<file path="config.mk">
export PLATFORM = sky130hd
export DESIGN_NAME = mario_motion_ctrl_flat
export DESIGN_NICKNAME = d
export VERILOG_FILES = /design/src/rtl/mario_motion_pkg.sv /design/src/rtl/mario_motion_ctrl_if.sv /design/src/rtl/vel_ramp.sv /design/src/rtl/mario_motion_ctrl.sv /design/src/flat_wrapper.sv
export SDC_FILE = /design/constraint.sdc
export NUM_CORES = 1
export LEC_CHECK = 0
export CORE_UTILIZATION = 58
export CTS_BUF_LIST = sky130_fd_sc_hd__clkbuf_2
export DETAILED_ROUTE_END_ITERATION = 10
export PLACE_DENSITY = 0.95
export SLEW_MARGIN = 20
export SYNTH_ARGS = -nofsm -noshare
export SYNTH_HDL_FRONTEND = slang
export SYNTH_SLANG_ARGS = --single-unit
export TNS_END_PERCENT = 5
</file>
<file path="constraint.sdc">
create_clock -name Clk -period 3.4 [get_ports Clk]
set_input_delay 0.51 -clock Clk [delete_from_list [all_inputs] [get_ports Clk]]
set_output_delay 0.51 -clock Clk [all_outputs]
set_load 0.02 [all_outputs]
</file>
<file path="src/rtl/mario_motion_pkg.sv">
// Shared types and default tuning for the player motion path. The collision
// stage and the sprite selector import the same constants.
package mario_motion_pkg;

    localparam int VEL_W = 6;

    typedef logic [VEL_W-1:0] vel_t;

    typedef enum logic [1:0] {
        GROUND = 2'd0,
        RISE   = 2'd1,
        FALL   = 2'd2
    } air_state_t;

    // Which of Right_V / Left_V the horizontal magnitude belongs to.
    typedef enum logic {
        DIR_RIGHT = 1'b0,
        DIR_LEFT  = 1'b1
    } h_dir_t;

    localparam vel_t DEF_ACCEL        = 6'd1;
    localparam vel_t DEF_MAX_RUN      = 6'd4;
    localparam vel_t DEF_JUMP_V       = 6'd8;
    localparam int   DEF_JUMP_HOLD    = 12;
    localparam vel_t DEF_GRAVITY      = 6'd1;
    localparam vel_t DEF_TERMINAL_V   = 6'd8;
    localparam vel_t DEF_GROUND_PRESS = 6'd1;

    // a - b, clamped at zero.
    function automatic vel_t sat_sub(input vel_t a, input vel_t b);
        return (a > b) ? vel_t'(a - b) : '0;
    endfunction

    // a + b, clamped at lim. The sum is formed one bit wider so it cannot wrap.
    function automatic vel_t sat_add(input vel_t a, input vel_t b, input vel_t lim);
        logic [VEL_W:0] sum;
        sum = {1'b0, a} + {1'b0, b};
        return (sum > {1'b0, lim}) ? lim : sum[VEL_W-1:0];
    endfunction

endpackage

</file>
<file path="src/rtl/mario_motion_ctrl_if.sv">
// Frame-rate bundle between the input/contact decode (master) and the motion
// generator (slave): intent and contact flags in, four velocities out.
interface mario_motion_ctrl_if;
    import mario_motion_pkg::*;

    logic       frame_tick;
    logic       key_left;
    logic       key_right;
    logic       key_jump;
    logic       grounded;
    logic       hit_ceiling;
    vel_t       Right_V;
    vel_t       Left_V;
    vel_t       Up_V;
    vel_t       Down_V;
    air_state_t air_state;

    modport master (
        output frame_tick, key_left, key_right, key_jump, grounded, hit_ceiling,
        input  Right_V, Left_V, Up_V, Down_V, air_state
    );

    modport slave (
        input  frame_tick, key_left, key_right, key_jump, grounded, hit_ceiling,
        output Right_V, Left_V, Up_V, Down_V, air_state
    );

endinterface

</file>
<file path="src/rtl/vel_ramp.sv">
// One saturating velocity register. On a frame tick it loads a value, steps up
// by i_step (clamped to i_max) or steps down by i_step (clamped to 0).
module vel_ramp
    import mario_motion_pkg::*;
(
    input  logic Clk,
    input  logic Reset_n,
    input  logic i_tick,
    input  logic i_inc,
    input  logic i_dec,
    input  logic i_load,
    input  vel_t i_load_val,
    input  vel_t i_step,
    input  vel_t i_max,
    output vel_t o_val
);

    vel_t r_val;
    vel_t w_next;

    // Next value: a load beats ramping, increment beats decrement, else hold.
    always_comb begin
        // NOTE: default-assign first so every path drives w_next and no latch is inferred.
        w_next = r_val;
        if (i_load) begin
            w_next = i_load_val;
        end else if (i_inc) begin
            w_next = sat_add(r_val, i_step, i_max);
        end else if (i_dec) begin
            w_next = sat_sub(r_val, i_step);
        end
    end

    // Velocity register: synchronous reset, advances only on a frame tick.
    always_ff @(posedge Clk) begin
        // NOTE: registers use non-blocking assignment so every flop samples pre-edge values.
        if (!Reset_n) begin
            r_val <= '0;
        end else if (i_tick) begin
            r_val <= w_next;
        end
    end

    assign o_val = r_val;

endmodule

</file>
<file path="src/rtl/mario_motion_ctrl.sv">
// Per-frame player motion generator: run accel/decel with reversal braking,
// variable-height jump, gravity and terminal fall speed. All outputs are
// registered and change only on frame_tick.
module mario_motion_ctrl
    import mario_motion_pkg::*;
#(
    parameter vel_t ACCEL        = DEF_ACCEL,
    parameter vel_t MAX_RUN      = DEF_MAX_RUN,
    parameter vel_t JUMP_V       = DEF_JUMP_V,
    parameter int   JUMP_HOLD    = DEF_JUMP_HOLD,
    parameter vel_t GRAVITY      = DEF_GRAVITY,
    parameter vel_t TERMINAL_V   = DEF_TERMINAL_V,
    parameter vel_t GROUND_PRESS = DEF_GROUND_PRESS
) (
    input logic                Clk,
    input logic                Reset_n,
    mario_motion_ctrl_if.slave bus
);

    localparam int HOLD_W = $clog2(JUMP_HOLD + 1);
    typedef logic [HOLD_W-1:0] hold_t;
    localparam hold_t HOLD_MAX = hold_t'(JUMP_HOLD);

    // ---------------- Horizontal ----------------
    logic   w_want_r;
    logic   w_want_l;
    logic   w_reverse;
    logic   w_h_inc;
    h_dir_t r_h_dir;
    vel_t   w_h_mag;

    assign w_want_r  = bus.key_right & ~bus.key_left;
    assign w_want_l  = bus.key_left & ~bus.key_right;
    // Pressing against existing motion brakes first; the turn happens at zero.
    assign w_reverse = (w_h_mag != '0) &&
                       ((w_want_r && r_h_dir == DIR_LEFT) || (w_want_l && r_h_dir == DIR_RIGHT));
    assign w_h_inc   = (w_want_r | w_want_l) & ~w_reverse;

    // Direction register: re-aimed only when speed is added, which implies zero speed the other way.
    always_ff @(posedge Clk) begin
        if (!Reset_n) begin
            r_h_dir <= DIR_RIGHT;
        end else if (bus.frame_tick && w_h_inc) begin
            r_h_dir <= w_want_l ? DIR_LEFT : DIR_RIGHT;
        end
    end

    vel_ramp u_h_ramp (
        .Clk        (Clk),
        .Reset_n    (Reset_n),
        .i_tick     (bus.frame_tick),
        .i_inc      (w_h_inc),
        .i_dec      (~w_h_inc),
        .i_load     (1'b0),
        .i_load_val ('0),
        .i_step     (ACCEL),
        .i_max      (MAX_RUN),
        .o_val      (w_h_mag)
    );

    // ---------------- Vertical ----------------
    air_state_t r_state;
    air_state_t w_state_nxt;
    vel_t       r_up_v;
    vel_t       w_up_nxt;
    vel_t       w_up_dec;
    vel_t       w_dn_v;
    vel_t       w_dn_load_val;
    hold_t      r_hold_cnt;
    hold_t      w_hold_nxt;
    logic       r_jump_armed;
    logic       w_armed_nxt;
    logic       w_launch;
    logic       w_rise_hold;
    logic       w_dn_inc;
    logic       w_dn_load;

    assign w_launch    = (r_state == GROUND) && bus.grounded && bus.key_jump && r_jump_armed;
    assign w_rise_hold = bus.key_jump && (r_hold_cnt < HOLD_MAX);
    assign w_up_dec    = sat_sub(r_up_v, GRAVITY);
    // Releasing jump re-arms it; holding jump through a landing never relaunches.
    assign w_armed_nxt = w_launch ? 1'b0 : (r_jump_armed | ~bus.key_jump);

    // Vertical state and datapath registers, advanced on frame ticks.
    always_ff @(posedge Clk) begin
        if (!Reset_n) begin
            r_state      <= FALL;
            r_up_v       <= '0;
            r_hold_cnt   <= '0;
            r_jump_armed <= 1'b0;
        end else if (bus.frame_tick) begin
            r_state      <= w_state_nxt;
            r_up_v       <= w_up_nxt;
            r_hold_cnt   <= w_hold_nxt;
            r_jump_armed <= w_armed_nxt;
        end
    end

    // Next-state decision: ceiling beats hold in RISE, landing beats jump in FALL.
    always_comb begin
        w_state_nxt = r_state;
        case (r_state)
            GROUND: begin
                if (!bus.grounded)  w_state_nxt = FALL;
                else if (w_launch)  w_state_nxt = RISE;
            end
            RISE: begin
                if (bus.hit_ceiling)                      w_state_nxt = FALL;
                else if (!w_rise_hold && w_up_dec == '0)  w_state_nxt = FALL;
            end
            FALL: begin
                if (bus.grounded)   w_state_nxt = GROUND;
            end
            default: w_state_nxt = FALL;
        endcase
    end

    // Velocity and hold-counter updates that go with each state's transition.
    always_comb begin
        w_up_nxt      = r_up_v;
        w_hold_nxt    = r_hold_cnt;
        w_dn_inc      = 1'b0;
        w_dn_load     = 1'b0;
        w_dn_load_val = GROUND_PRESS;
        case (r_state)
            GROUND: begin
                w_up_nxt = '0;
                if (w_launch) begin
                    w_up_nxt      = JUMP_V;
                    w_hold_nxt    = hold_t'(1);
                    w_dn_load     = 1'b1;
                    w_dn_load_val = '0;
                end
            end
            RISE: begin
                if (bus.hit_ceiling) begin
                    w_up_nxt      = '0;
                    w_dn_load     = 1'b1;
                    w_dn_load_val = '0;
                end else if (w_rise_hold) begin
                    w_hold_nxt = r_hold_cnt + hold_t'(1);
                end else begin
                    // Pin the counter so re-pressing jump cannot extend a decaying rise.
                    w_hold_nxt = HOLD_MAX;
                    w_up_nxt   = w_up_dec;
                end
            end
            FALL: begin
                if (bus.grounded) begin
                    w_up_nxt  = '0;
                    w_dn_load = 1'b1;
                end else begin
                    w_dn_inc = 1'b1;
                end
            end
            default: begin
                w_up_nxt = '0;
            end
        endcase
    end

    vel_ramp u_dn_ramp (
        .Clk        (Clk),
        .Reset_n    (Reset_n),
        .i_tick     (bus.frame_tick),
        .i_inc      (w_dn_inc),
        .i_dec      (1'b0),
        .i_load     (w_dn_load),
        .i_load_val (w_dn_load_val),
        .i_step     (GRAVITY),
        .i_max      (TERMINAL_V),
        .o_val      (w_dn_v)
    );

    assign bus.Right_V   = (r_h_dir == DIR_RIGHT) ? w_h_mag : '0;
    assign bus.Left_V    = (r_h_dir == DIR_LEFT)  ? w_h_mag : '0;
    assign bus.Up_V      = r_up_v;
    assign bus.Down_V    = w_dn_v;
    assign bus.air_state = r_state;

endmodule

</file>
<file path="src/flat_wrapper.sv">
// flat-port wrapper written by rule: the top's interface ports become plain ports
module mario_motion_ctrl_flat import mario_motion_pkg::*;
#(
    parameter vel_t ACCEL        = DEF_ACCEL,
    parameter vel_t MAX_RUN      = DEF_MAX_RUN,
    parameter vel_t JUMP_V       = DEF_JUMP_V,
    parameter int   JUMP_HOLD    = DEF_JUMP_HOLD,
    parameter vel_t GRAVITY      = DEF_GRAVITY,
    parameter vel_t TERMINAL_V   = DEF_TERMINAL_V,
    parameter vel_t GROUND_PRESS = DEF_GROUND_PRESS
)
  (Clk, Reset_n, bus_frame_tick, bus_key_left, bus_key_right, bus_key_jump, bus_grounded, bus_hit_ceiling, bus_Right_V, bus_Left_V, bus_Up_V, bus_Down_V, bus_air_state);
  mario_motion_ctrl_if bus_i ();
  input logic Clk;
  input logic Reset_n;
  input wire logic [$bits(bus_i.frame_tick)-1:0] bus_frame_tick;
  input wire logic [$bits(bus_i.key_left)-1:0] bus_key_left;
  input wire logic [$bits(bus_i.key_right)-1:0] bus_key_right;
  input wire logic [$bits(bus_i.key_jump)-1:0] bus_key_jump;
  input wire logic [$bits(bus_i.grounded)-1:0] bus_grounded;
  input wire logic [$bits(bus_i.hit_ceiling)-1:0] bus_hit_ceiling;
  output wire logic [$bits(bus_i.Right_V)-1:0] bus_Right_V;
  output wire logic [$bits(bus_i.Left_V)-1:0] bus_Left_V;
  output wire logic [$bits(bus_i.Up_V)-1:0] bus_Up_V;
  output wire logic [$bits(bus_i.Down_V)-1:0] bus_Down_V;
  output wire logic [$bits(bus_i.air_state)-1:0] bus_air_state;
  assign bus_i.frame_tick = bus_frame_tick;
  assign bus_i.key_left = bus_key_left;
  assign bus_i.key_right = bus_key_right;
  assign bus_i.key_jump = bus_key_jump;
  assign bus_i.grounded = bus_grounded;
  assign bus_i.hit_ceiling = bus_hit_ceiling;
  assign bus_Right_V = bus_i.Right_V;
  assign bus_Left_V = bus_i.Left_V;
  assign bus_Up_V = bus_i.Up_V;
  assign bus_Down_V = bus_i.Down_V;
  assign bus_air_state = bus_i.air_state;
  mario_motion_ctrl #(.ACCEL(ACCEL), .MAX_RUN(MAX_RUN), .JUMP_V(JUMP_V), .JUMP_HOLD(JUMP_HOLD), .GRAVITY(GRAVITY), .TERMINAL_V(TERMINAL_V), .GROUND_PRESS(GROUND_PRESS)) u_core (.Clk(Clk), .Reset_n(Reset_n), .bus(bus_i));
endmodule
</file>
==> flow_results.org <==
** Routing
- Sum of met2 wire segment lengths after detailed routing :: 1870 um
- The pre-antenna-repair detailed-routing pass consisted of 8 iterations.
- In this run the remaining antenna-violating nets after routing total 0.
- For this run, design rule violations remaining after detail routing come to 3.
- In the final routed layout, each cell accounts on average for between 10 and 15 um.
- In the final routing, the length of wire on met1 measures roughly 1900 um.
- Summed over all layers, the routed wires come to about 4000 um.
- Via density per instance :: 6.17
- The final route contains 1758 vias.
- The highest metal layer carrying signal wires in the routed design is met4.
- The detailed router finished its first iteration with 87 violations.
- Total met3 wirelength after detailed routing :: ~240 um

** Power
- The analysis attributes to net switching a power of around 0.21 mW.
- Sequential fraction of design power :: 0.532
- P_leak :: around 0.86 nW
- Peak ir drop on the vdd network :: around 0.00027 V
- Switching fraction of total power :: 0.334
- The share of total power dissipated in combinational logic is 0.279.
- The share of total power dissipated in the clock network is 0.189.
- Internal power comes to around 0.43 mW.
- Power spread over the standard cell area amounts to 295 nW/um^2.

** STA
- Once routing completed, OpenROAD measured the worst setup slack at ~1100 ps.
- In the final timing run, aggregate negative setup slack is 0 ps.
- Setup violations remaining at the end of the flow were counted as 0.
- The final-report hold violation count is 0.
- Setup repair after global routing left no endpoint under its margin.
- Portion of the clock cycle consumed by the worst path in the final layout :: 0.666
- After layout, the minimum clock period comes to 2260 ps.
- For the pin with the worst max-slew slack, the measured transition is 824 ps.
- Number of pins with negative max-slew slack in the final report :: 0
- Static timing analysis puts the maximum clock frequency at between 0.4 and 0.5 GHz.
- Post-route clock skew :: roughly 7.6 ps
- In this run the tightest slew margin relative to its limit is 0.449.

** Outcome
- Violations in the final reports :: DRC
- Result of the run :: finished, violations left

** Synth
- For this run, asynchronously set or reset flops after synthesis account for 0.
- Flop and latch count out of synthesis :: 26
- Total standard cell area after synthesis :: about 1800 sq um
- Top cells by count, synth :: 26 x sky130_fd_sc_hd__dfxtp_1, 18 x sky130_fd_sc_hd__nand2_1, 14 x sky130_fd_sc_hd__nor2_1
- Yosys attributes the largest share of cell area to sky130_fd_sc_hd__dfxtp_1 29%, sky130_fd_sc_hd__ha_1 6.9%, sky130_fd_sc_hd__and2_1 4.2%.
- Of the post-synthesis cell area, the dominant cell type holds 0.289.
- For this run, the leading register cell type out of synthesis is sky130_fd_sc_hd__dfxtp_1.
- Cell type with the highest aggregate area in the netlist :: sky130_fd_sc_hd__dfxtp_1
- Share of the yosys chip area belonging to registers :: 0.289
- The number of nets in the synthesized netlist is ~240.
- Cell with the most instances after synthesis :: sky130_fd_sc_hd__dfxtp_1
- In this run, synthesis inferred 0 flip-flops with an integrated enable.
- Mean instance size in the synthesized netlist :: 8.09 sq um
- Instance count of the mapped netlist :: 223
- The Yosys step of the flow raised 0 warnings.
- The netlist uses 53 different library cells.

** Floorplanning
- Starting Density :: 0.632
- The initialized floorplan defines 19 standard-cell rows.
- Die X :: roughly 58 um
- Die area :: about 3300 sq um
- CORE AREA :: around 2900 sq um
- Count of pins on the block boundary :: 34
- In this run the vertical extent of the chip is approximately 58 um.

** Cells and area
- Area used by sequential logic in the layout :: ~520 sq um
- # diodes :: 0
- The net count of the finished layout is 273.
- Fill cell total of the finished layout :: approximately 210
- Area used by multi-input combinational logic :: ~1200 sq um
- Of the cells placed in the final design, the portion with a size suffix greater than 1 is 0.0748.
- Growth of design area from synthesis to finish :: 20.4%

** CTS
- TritonCTS created 3 clock buffers.
- For this design, the sink count on the clock tree is 26.
- Number of H-tree levels :: 1
- Gates resized during post-CTS repair numbered 0.
- Number of buffers inserted for hold repair after clock tree synthesis :: 0
- TritonCTS built the clock tree.
- After clock tree synthesis, the clock-pin slew on the worst setup and hold paths is about 250 ps.
- Buffers added to address setup during post-CTS repair amount to 0.
- For the worst-skew pair, the clock arrives at the later sink with an insertion delay of ~360 ps.
- Clock root buffer :: sky130_fd_sc_hd__clkbuf_2
- Longest Clk Path Bufs :: 2

** Setup path
- Critical Path RT :: 2890 ps
- The worst setup path is launched from a register.
- Arrival time worst endpoint :: about 1800 ps
- Kind of end point of the critical path :: output port
- The worst register-to-register path has a setup slack of 1220 ps.
- CP Max Fanout :: 15
- Critical path start-end classification :: register to output port

** Min path
- Class of the tightest hold or removal check :: register to register

** Placed design
- Before CTS, the worst setup slack after placement is 892 ps.
- Port Buffer Count :: 33
- Routability-driven placement finished with a final weighted congestion of 0.861.
- HPWL after detailed placement :: 2890 um

** Global route
- For this run, the total global-route usage over all layers was measured as 0.250.
- Vias in the first global route :: roughly 1600
- Maximum number of pins on one net before global-route repair :: 28
- The initial antenna violation count is 0.
- First-pass GRT wire length :: about 6700 um
- For this run the aggregate overflow at the end of global routing stands at 0.

** Flow run
- Maximum Capacitance Violations :: 0
## kinds of logic after synthesis
kind of cell,after synthesis,share of synthesized area
adder cells (fa/ha/maj),10,0.0694
multiplexers,10,0.0576
AND/OR/NAND/NOR,94,0.292
buffers and inverters,21,0.0444
AO/OA/AOI/OAI,62,0.248
flip-flops,26,0.289
## per-stage QoR
step	power, mW	cells	cell area, sq um	utilization	hold slack (ps)
after floorplan	0.465	223	1800	-	448
after global routing	0.675	285	2170	0.761	541
final	0.641	285	2170	0.761	496
after global placement	0.519	281	2150	0.754	460
after detailed placement	0.524	281	2150	0.754	471
after CTS	0.641	285	2170	0.761	497
## power by group through the flow
stage / clock [mW] / combinational [mW] / sequential (mW)
after detailed placement: 0 / 0.177 / 0.346
final: 0.121 / 0.179 / 0.341
after global placement: 0 / 0.174 / 0.345
after CTS: 0.122 / 0.178 / 0.341
after global routing: 0.133 / 0.197 / 0.345
after floorplan: 0 / 0.123 / 0.342
## critical path, stage by stage (launching register included)
cell and delay (ps):
sky130_fd_sc_hd__dfxtp_1 620, sky130_fd_sc_hd__and2_1 180, sky130_fd_sc_hd__clkdlybuf4s50_1 600
## cell type report
cell class	instances	share of cell area
multi-input cells	176	0.554
inverters	14	0.0242
repair buffers	34	0.156
well taps	31	0.0179
flip-flops and latches	26	0.240
clock buffers	3	0.00692
clock inverters	1	0.00173
## metal layers
metal | track usage | vias up
met2 | 0.422 | 68
met3 | 0.0335 | 8
met5 | 0 | -
li1 | - | 875
met1 | 0.334 | 807
met4 | 0.0782 | 0
## sequential cells by signal, indices dropped and copies added (netlist names)
name	count
u_core.bus.air_state	2
u_core.u_dn_ramp.o_val	6
u_core.r_jump_armed	1
u_core.u_h_ramp.o_val	6
u_core.bus.Up_V	6
u_core.r_h_dir	1
u_core.r_hold_cnt	4
## path summary, 6_finish.rpt
check	start	to	cells past startpoint
setup / recovery	u_core.r_h_dir	bus_Left_V[4]	2
hold / removal	u_core.r_hold_cnt[1]	u_core.r_hold_cnt[1]	2
setup reg to reg	u_core.bus.Up_V[0]	u_core.bus.air_state[0]	7
hold reg to reg	u_core.r_hold_cnt[1]	u_core.r_hold_cnt[1]	2
## placed cells by master (no fill, tap or decap), types with 3 or more instances in the layout
master and instances:
sky130_fd_sc_hd__mux2_2 3, sky130_fd_sc_hd__a21oi_1 11, sky130_fd_sc_hd__a21boi_0 4, sky130_fd_sc_hd__and2_1 12
sky130_fd_sc_hd__nor3_1 4, sky130_fd_sc_hd__nand2_1 18, sky130_fd_sc_hd__o21a_1 3, sky130_fd_sc_hd__or3_1 6
sky130_fd_sc_hd__nor2b_1 11, sky130_fd_sc_hd__nand2b_1 5, sky130_fd_sc_hd__mux2i_1 7, sky130_fd_sc_hd__o21ai_0 12
sky130_fd_sc_hd__nand3_1 7, sky130_fd_sc_hd__inv_1 13, sky130_fd_sc_hd__clkbuf_2 3, sky130_fd_sc_hd__ha_1 10
sky130_fd_sc_hd__nand3b_1 4, sky130_fd_sc_hd__clkdlybuf4s50_1 33, sky130_fd_sc_hd__nor2_1 14, sky130_fd_sc_hd__dfxtp_1 26
Note: power is estimated with default switching activity, not from simulation.
==> edit 1, RTL diff (same flow settings) <==
Change the package constant `DEF_JUMP_HOLD` from 12 to 11.
--- a/src/rtl/mario_motion_pkg.sv
+++ b/src/rtl/mario_motion_pkg.sv
@@ -21,7 +21,7 @@
     localparam vel_t DEF_ACCEL        = 6'd1;
     localparam vel_t DEF_MAX_RUN      = 6'd4;
     localparam vel_t DEF_JUMP_V       = 6'd8;
-    localparam int   DEF_JUMP_HOLD    = 12;
+    localparam int   DEF_JUMP_HOLD    = 11;
     localparam vel_t DEF_GRAVITY      = 6'd1;
     localparam vel_t DEF_TERMINAL_V   = 6'd8;
     localparam vel_t DEF_GROUND_PRESS = 6'd1;
Function: no difference found for any inputs over 4 cycles, from zero or initial values and one cycle with Reset_n low; that may be too few to reach the edited logic, so the function may still have changed.
==> edit 1 against the unedited design <==
Setup slack got worse by 0.0071 ns; final area increased by 0.86%; global-route usage decreased by 0.74 points; sequential cell count unchanged; count of clock-buffer cells in the layout unchanged; synthesized area increased by 1.5%; routed wire length decreased by 1.8%; power increased by 1.3%; critical path type unchanged; largest power group unchanged.
==> edit 1: results (changes against the unedited design) <==
STA
  • Period utilization: 0.668 (+0.00209)
  • Slew @ Worst Pin: 0.955 ns (+0.132 ns)

Clock network
  • Clock-pin slew on the worst setup and hold paths: 0.22 ns (-0.03 ns)

GRT
  • Vias in the first global route: 1,525 (-2.6%)
  • First-pass GRT wire length: 6500 um (-3.1%)
  • GRT Util Overall: 0.243 (-0.00739)
  • Largest net degree at the start of global routing: 31 (+11%)

Place
  • Dpl cells: 289 (+2.8%)
  • Global placer's final weighted congestion: 0.880 (+2.2%)
  • Hpwl dp: 2800 um (-3.2%)
  • Place WS: 1.04 ns (+0.148 ns)

Cells and area
  • Fillers: 244 (+18%)
  • Share of cells above drive strength 1: 0.0643 (-0.0105)
  • Fin nets: 268 (-1.8%)

Setup path
  • End of the critical path: bus_Left_V[2]
  • Setup slack, reg-to-reg: 1.50 ns (+0.28 ns)
  • Crit-path max cell delay: 0.62 ns (about the same)
  • Reg2reg path depth: 6 (-1)
  • Reg-to-Reg Start: u_core.u_dn_ramp.o_val[0]$_SDFFE_PN0P_
  • Worst r2r dst: u_core.u_dn_ramp.o_val[2]$_SDFFE_PN0P_

Synth
  • Synth area leader: dfxtp_1
  • Sequential element share of the synthesized area: 0.284 (-0.00434)
  • Net count after synthesis: 239 (-0.83%)
  • Gate Count Post-Synth: 221 (-0.90%)
  • Most area-consuming cells after synthesis: dfxtp_1 (28%), ha_1 (6.8%), o21ai_0 (4.4%)
  • Yosys cell types: 59 (+11%)
  • Top cells by count, synth: dfxtp_1 (26), o21ai_0 (16), a21oi_1 (14), nand2_1 (12), nor2b_1 (12)

Routing
  • TritonRoute pass-1 iters: 4 (-4)
  • Avg WL per Cell: 13.4 um (-4.4%)
  • DRT iter0 DRCs: 97 (+11%)
  • DR vias: 1,761 (+0.17%)
  • WL final: 3930 um (-1.8%)

Pwr
  • Leak: 0.000810 uW (-5.9%)
  • Int Pwr: 436 uW (+2.1%)
  • Peak supply drop: 232 uV (-15%)

Run status
  • Run status: complete, no violations
==> edit 1: changes by cell type in the layout (fill, tap and decap cells not counted), sizes merged, moves of 3 or more <==
cell / delta
nand2: -6
a21oi: +3
o21ai: +4
or3: -3
o21a: +4
and2: -6
==> edit 1: worst register-to-register path, cell delays in order (launching register included) <==
cell and delay [ns]:
dfxtp_1 0.52, ha_1 0.34, xor2_1 0.11, o211a_1 0.22, or4_1 0.40, a21oi_1 0.16
a31o_2 0.13
==> edit 1: routing by layer <==
| layer | global-route usage | up-vias | share of wire |
|---|---|---|---|
| met5 | 0 | - | 0 |
| met4 | 0.0986 | 0 | 0.016 |
| met3 | 0.0268 | 7 | 0.030 |
| met2 | 0.429 | 40 | 0.49 |
| met1 | 0.300 | 844 | 0.47 |
| li1 | - | 870 | - |
==> edit 1: power groups by stage <==
stage,registers (uW),logic (uW),clock network (uW)
CTS,343,192,117
detailed placement,349,192,0
global placement,347,187,0
floorplan,342,139,0
finish,343,193,114
global route,347,214,128
==> edit 1: area by class of cell <==
class	instances	area (um2)	share of cell area
Sequential cell	26	520	0.238
Tap cell	44	55.1	0.0251
Clock buffer	3	15.0	0.00686
Clock inverter	1	3.75	0.00171
Timing Repair Buffer	34	338	0.154
Multi-Input combinational cell	173	1210	0.554
Inverter	12	45.0	0.0206
==> edit 1: cell families after synthesis <==
logic type	after synthesis	share of synthesized area
and+or+nand+nor	83	0.260
AOI/OAI and AO/OA	73	0.296
DFF	26	0.284
buffers and inverters	22	0.0533
adders and majority gates	10	0.0684
muxes	6	0.0335
xor gates and xnor gates	1	0.00479
==> edit 1: metrics by stage <==
stage | hold slack (ns) | utilization | total power [uW]
after floorplan | 0.458 | - | 481
after global placement | 0.479 | 0.717 | 535
after detailed placement | 0.481 | 0.717 | 540
after CTS | 0.520 | 0.723 | 652
after global routing | 0.554 | 0.723 | 688
final | 0.517 | 0.723 | 649
==> edit 1: worst min-delay path by stage <==
stage                                           start                                 to  slack [ns]  cells past startpoint
CTS                 u_core.r_hold_cnt[0]$_SDFFE_PN0P_  u_core.r_hold_cnt[0]$_SDFFE_PN0P_        0.52                      2
detailed placement  u_core.r_hold_cnt[1]$_SDFFE_PN0P_  u_core.r_hold_cnt[1]$_SDFFE_PN0P_        0.48                      2
finish              u_core.r_hold_cnt[0]$_SDFFE_PN0P_  u_core.r_hold_cnt[0]$_SDFFE_PN0P_        0.52                      2
global placement    u_core.r_hold_cnt[1]$_SDFFE_PN0P_  u_core.r_hold_cnt[1]$_SDFFE_PN0P_        0.48                      2
floorplan           u_core.r_hold_cnt[1]$_SDFFE_PN0P_  u_core.r_hold_cnt[1]$_SDFFE_PN0P_        0.46                      2
global route        u_core.r_hold_cnt[0]$_SDFFE_PN0P_  u_core.r_hold_cnt[0]$_SDFFE_PN0P_        0.55                      2
==> edit 2, RTL diff (same settings) <==
Without the edit above. Make the reset (`Reset_n`) asynchronous in 3 clocked blocks. Comments in the files are not updated.
--- a/src/rtl/vel_ramp.sv
+++ b/src/rtl/vel_ramp.sv
@@ -32,7 +32,7 @@
     end
 
     // Velocity register: synchronous reset, advances only on a frame tick.
-    always_ff @(posedge Clk) begin
+    always_ff @(posedge Clk or negedge Reset_n) begin
         // NOTE: registers use non-blocking assignment so every flop samples pre-edge values.
         if (!Reset_n) begin
             r_val <= '0;
--- a/src/rtl/mario_motion_ctrl.sv
+++ b/src/rtl/mario_motion_ctrl.sv
@@ -37,7 +37,7 @@
     assign w_h_inc   = (w_want_r | w_want_l) & ~w_reverse;
 
     // Direction register: re-aimed only when speed is added, which implies zero speed the other way.
-    always_ff @(posedge Clk) begin
+    always_ff @(posedge Clk or negedge Reset_n) begin
         if (!Reset_n) begin
             r_h_dir <= DIR_RIGHT;
         end else if (bus.frame_tick && w_h_inc) begin
@@ -82,7 +82,7 @@
     assign w_armed_nxt = w_launch ? 1'b0 : (r_jump_armed | ~bus.key_jump);
 
     // Vertical state and datapath registers, advanced on frame ticks.
-    always_ff @(posedge Clk) begin
+    always_ff @(posedge Clk or negedge Reset_n) begin
         if (!Reset_n) begin
             r_state      <= FALL;
             r_up_v       <= '0;
Formal check against the unedited RTL: differs if Reset_n is asserted again (counterexample within 4 cycles, from zero or initial values and one cycle with Reset_n low); with Reset_n held inactive, the same outputs for 10 cycles.
==> edit 2 against the unedited design <==
Hold slack got worse by 0.021 ns; routed wire length increased by 0.70%; largest cell class unchanged; final area increased by 2.2%; synthesized area increased by 1.9%; global-route usage increased by 0.37 points; setup slack got worse by 0.090 ns; die area increased by 1.9%; sequential cell count unchanged.
Power is not compared: it rests on default switching activity, and its combinational part moved more than twofold at a synthesized area within 25%.
==> edit 2: results (changes against the unedited design) <==
GRT
  • Vias in the first global route: 1,532 (-2.1%)
  • GRT Util Overall: 0.254 (+0.00367)
  • Largest net degree at the start of global routing: 27 (-3.6%)
  • Initial antenna violation count: 0 (unchanged)
  • First-pass GRT wire length: 6740 um (+0.52%)

Routing
  • TritonRoute pass-1 iters: 4 (-4)
  • Vias per inst: 6.02 (-2.4%)
  • WL final: 4030 um (+0.70%)
  • DRT iter0 DRCs: 123 (+41%)
  • Avg WL per Cell: 14.1 um (+0.70%)

Synth
  • Sequential element share of the synthesized area: 0.355 (+0.0660)
  • Most area-consuming cells after synthesis: dfrtp_1 (34%), ha_1 (6.8%), a21oi_1 (4.9%)
  • Net count after synthesis: 228 (-5.4%)
  • Top cells by count, synth: dfrtp_1 (25), a21oi_1 (18), o21ai_0 (18), inv_1 (16), nor2_1 (15)
  • Asr flop ratio synth: 1.00 (+1.00)
  • Yosys cell types: 52 (-1.9%)
  • Post-Syn Area per Cell: 8.75 um2 (+8.3%)
  • Synth Warn #: 0 (unchanged)

Clock network
  • Worst-skew pair later-pin latency: approximately 0.35 ns
  • Post_cts resized: 0 (unchanged)
  • CTS Buf Count: 3 (unchanged)
  • Clk buf depth: 2 (unchanged)
  • Clk root buf: clkbuf_2
  • # H-tree levels: 1 (unchanged)
  • Clock-pin slew on the worst setup and hold paths: 0.23 ns (-0.02 ns)
  • Postcts setup bufs: 0 (unchanged)

Place
  • Global placer's final weighted congestion: 0.856 (-0.62%)
  • Dpl cells: 281 (unchanged)
  • Place WS: 1.04 ns (+0.152 ns)
  • Hpwl dp: 3040 um (+5.1%)
  • Port bufs: 33 (unchanged)

STA
  • Slew HR: 0.656 (+0.207)
  • Final Skew: 0.00998 ns (+0.00233 ns)

Hold path
  • Worst hold-check path type: in2async

Setup path
  • Arrival time of the worst setup path: 1.84 ns (+0.09 ns)
  • Crit Path Max Fanout: 15 (unchanged)

Cells and area
  • Share of cells above drive strength 1: 0.0664 (-0.00841)
  • Fillers: 245 (+19%)
  • Fin nets: 260 (-4.8%)
  • Diode count: 0 (unchanged)

Pwr
  • Peak supply drop: 286 uV
  • Sw Share: 0.450
  • Leak: 0.000901 uW

Run status
  • Run status: complete, no violations
edit 2: final timing paths:
path                                                   from                                    end  slack [ns]  cells after the start
max in group asynchronous                           Reset_n    u_core.bus.air_state[1]$_DFFE_PN1P_        2.63                      2
setup reg to reg                 u_core.r_h_dir$_DFFE_PN0P_   u_core.u_h_ramp.o_val[2]$_DFFE_PN0P_        1.58                      5
hold reg to reg            u_core.r_hold_cnt[1]$_DFFE_PN0P_       u_core.r_hold_cnt[1]$_DFFE_PN0P_        0.55                      2
min in group Clk           u_core.r_hold_cnt[1]$_DFFE_PN0P_       u_core.r_hold_cnt[1]$_DFFE_PN0P_        0.55                      2
hold / removal                                      Reset_n  u_core.u_dn_ramp.o_val[1]$_DFFE_PN0P_        0.48                      2
setup / recovery                 u_core.r_h_dir$_DFFE_PN0P_                          bus_Left_V[1]        1.05                      2
edit 2: logic make-up (layout without fill, tap and decap cells):
logic type                 after synthesis  count (layout)  share of synthesized area
AOI/OAI and AO/OA                       69              69                      0.262
xor gates and xnor gates                 2               2                    0.00953
and+or+nand+nor                         74              74                      0.221
adders and majority gates               10              10                     0.0681
DFF                                     26              26                      0.355
buffers and inverters                   23              54                     0.0504
muxes                                    6               6                     0.0340
edit 2: critical path, stage by stage (launching register included):
cell and delay [ns]:
dfrtp_1 0.64, and2_1 0.22, clkdlybuf4s50_1 0.65
edit 2: area by class of cell:
class | instances | area share
repair buffers | 34 | 0.152
clock buffers | 4 | 0.00902
inverters | 16 | 0.0271
multi-input cells | 161 | 0.493
flip-flops and latches | 26 | 0.294
well taps | 44 | 0.0248
edit 2: power by group through the flow:
stage | Sequential, uW | Combinational, uW | Clock (uW)
floorplan | 516 | 501 | 0
global route | 560 | 815 | 135
detailed placement | 544 | 742 | 0
global placement | 539 | 714 | 0
finish | 540 | 747 | 118
CTS | 537 | 744 | 122
edit 2: metrics by stage:
step	hold slack, ns	cell area [um2]
final	0.475	2220
after global routing	0.492	2220
after CTS	0.476	2220
after detailed placement	0.514	2200
after global placement	0.502	2200
after floorplan	0.214	1840
edit 2: metal layers:
metal | share of wire | global-route usage
met1 | 0.44 | 0.329
met2 | 0.49 | 0.442
met3 | 0.044 | 0.0242
met4 | 0.022 | 0.0986
met5 | 0 | 0
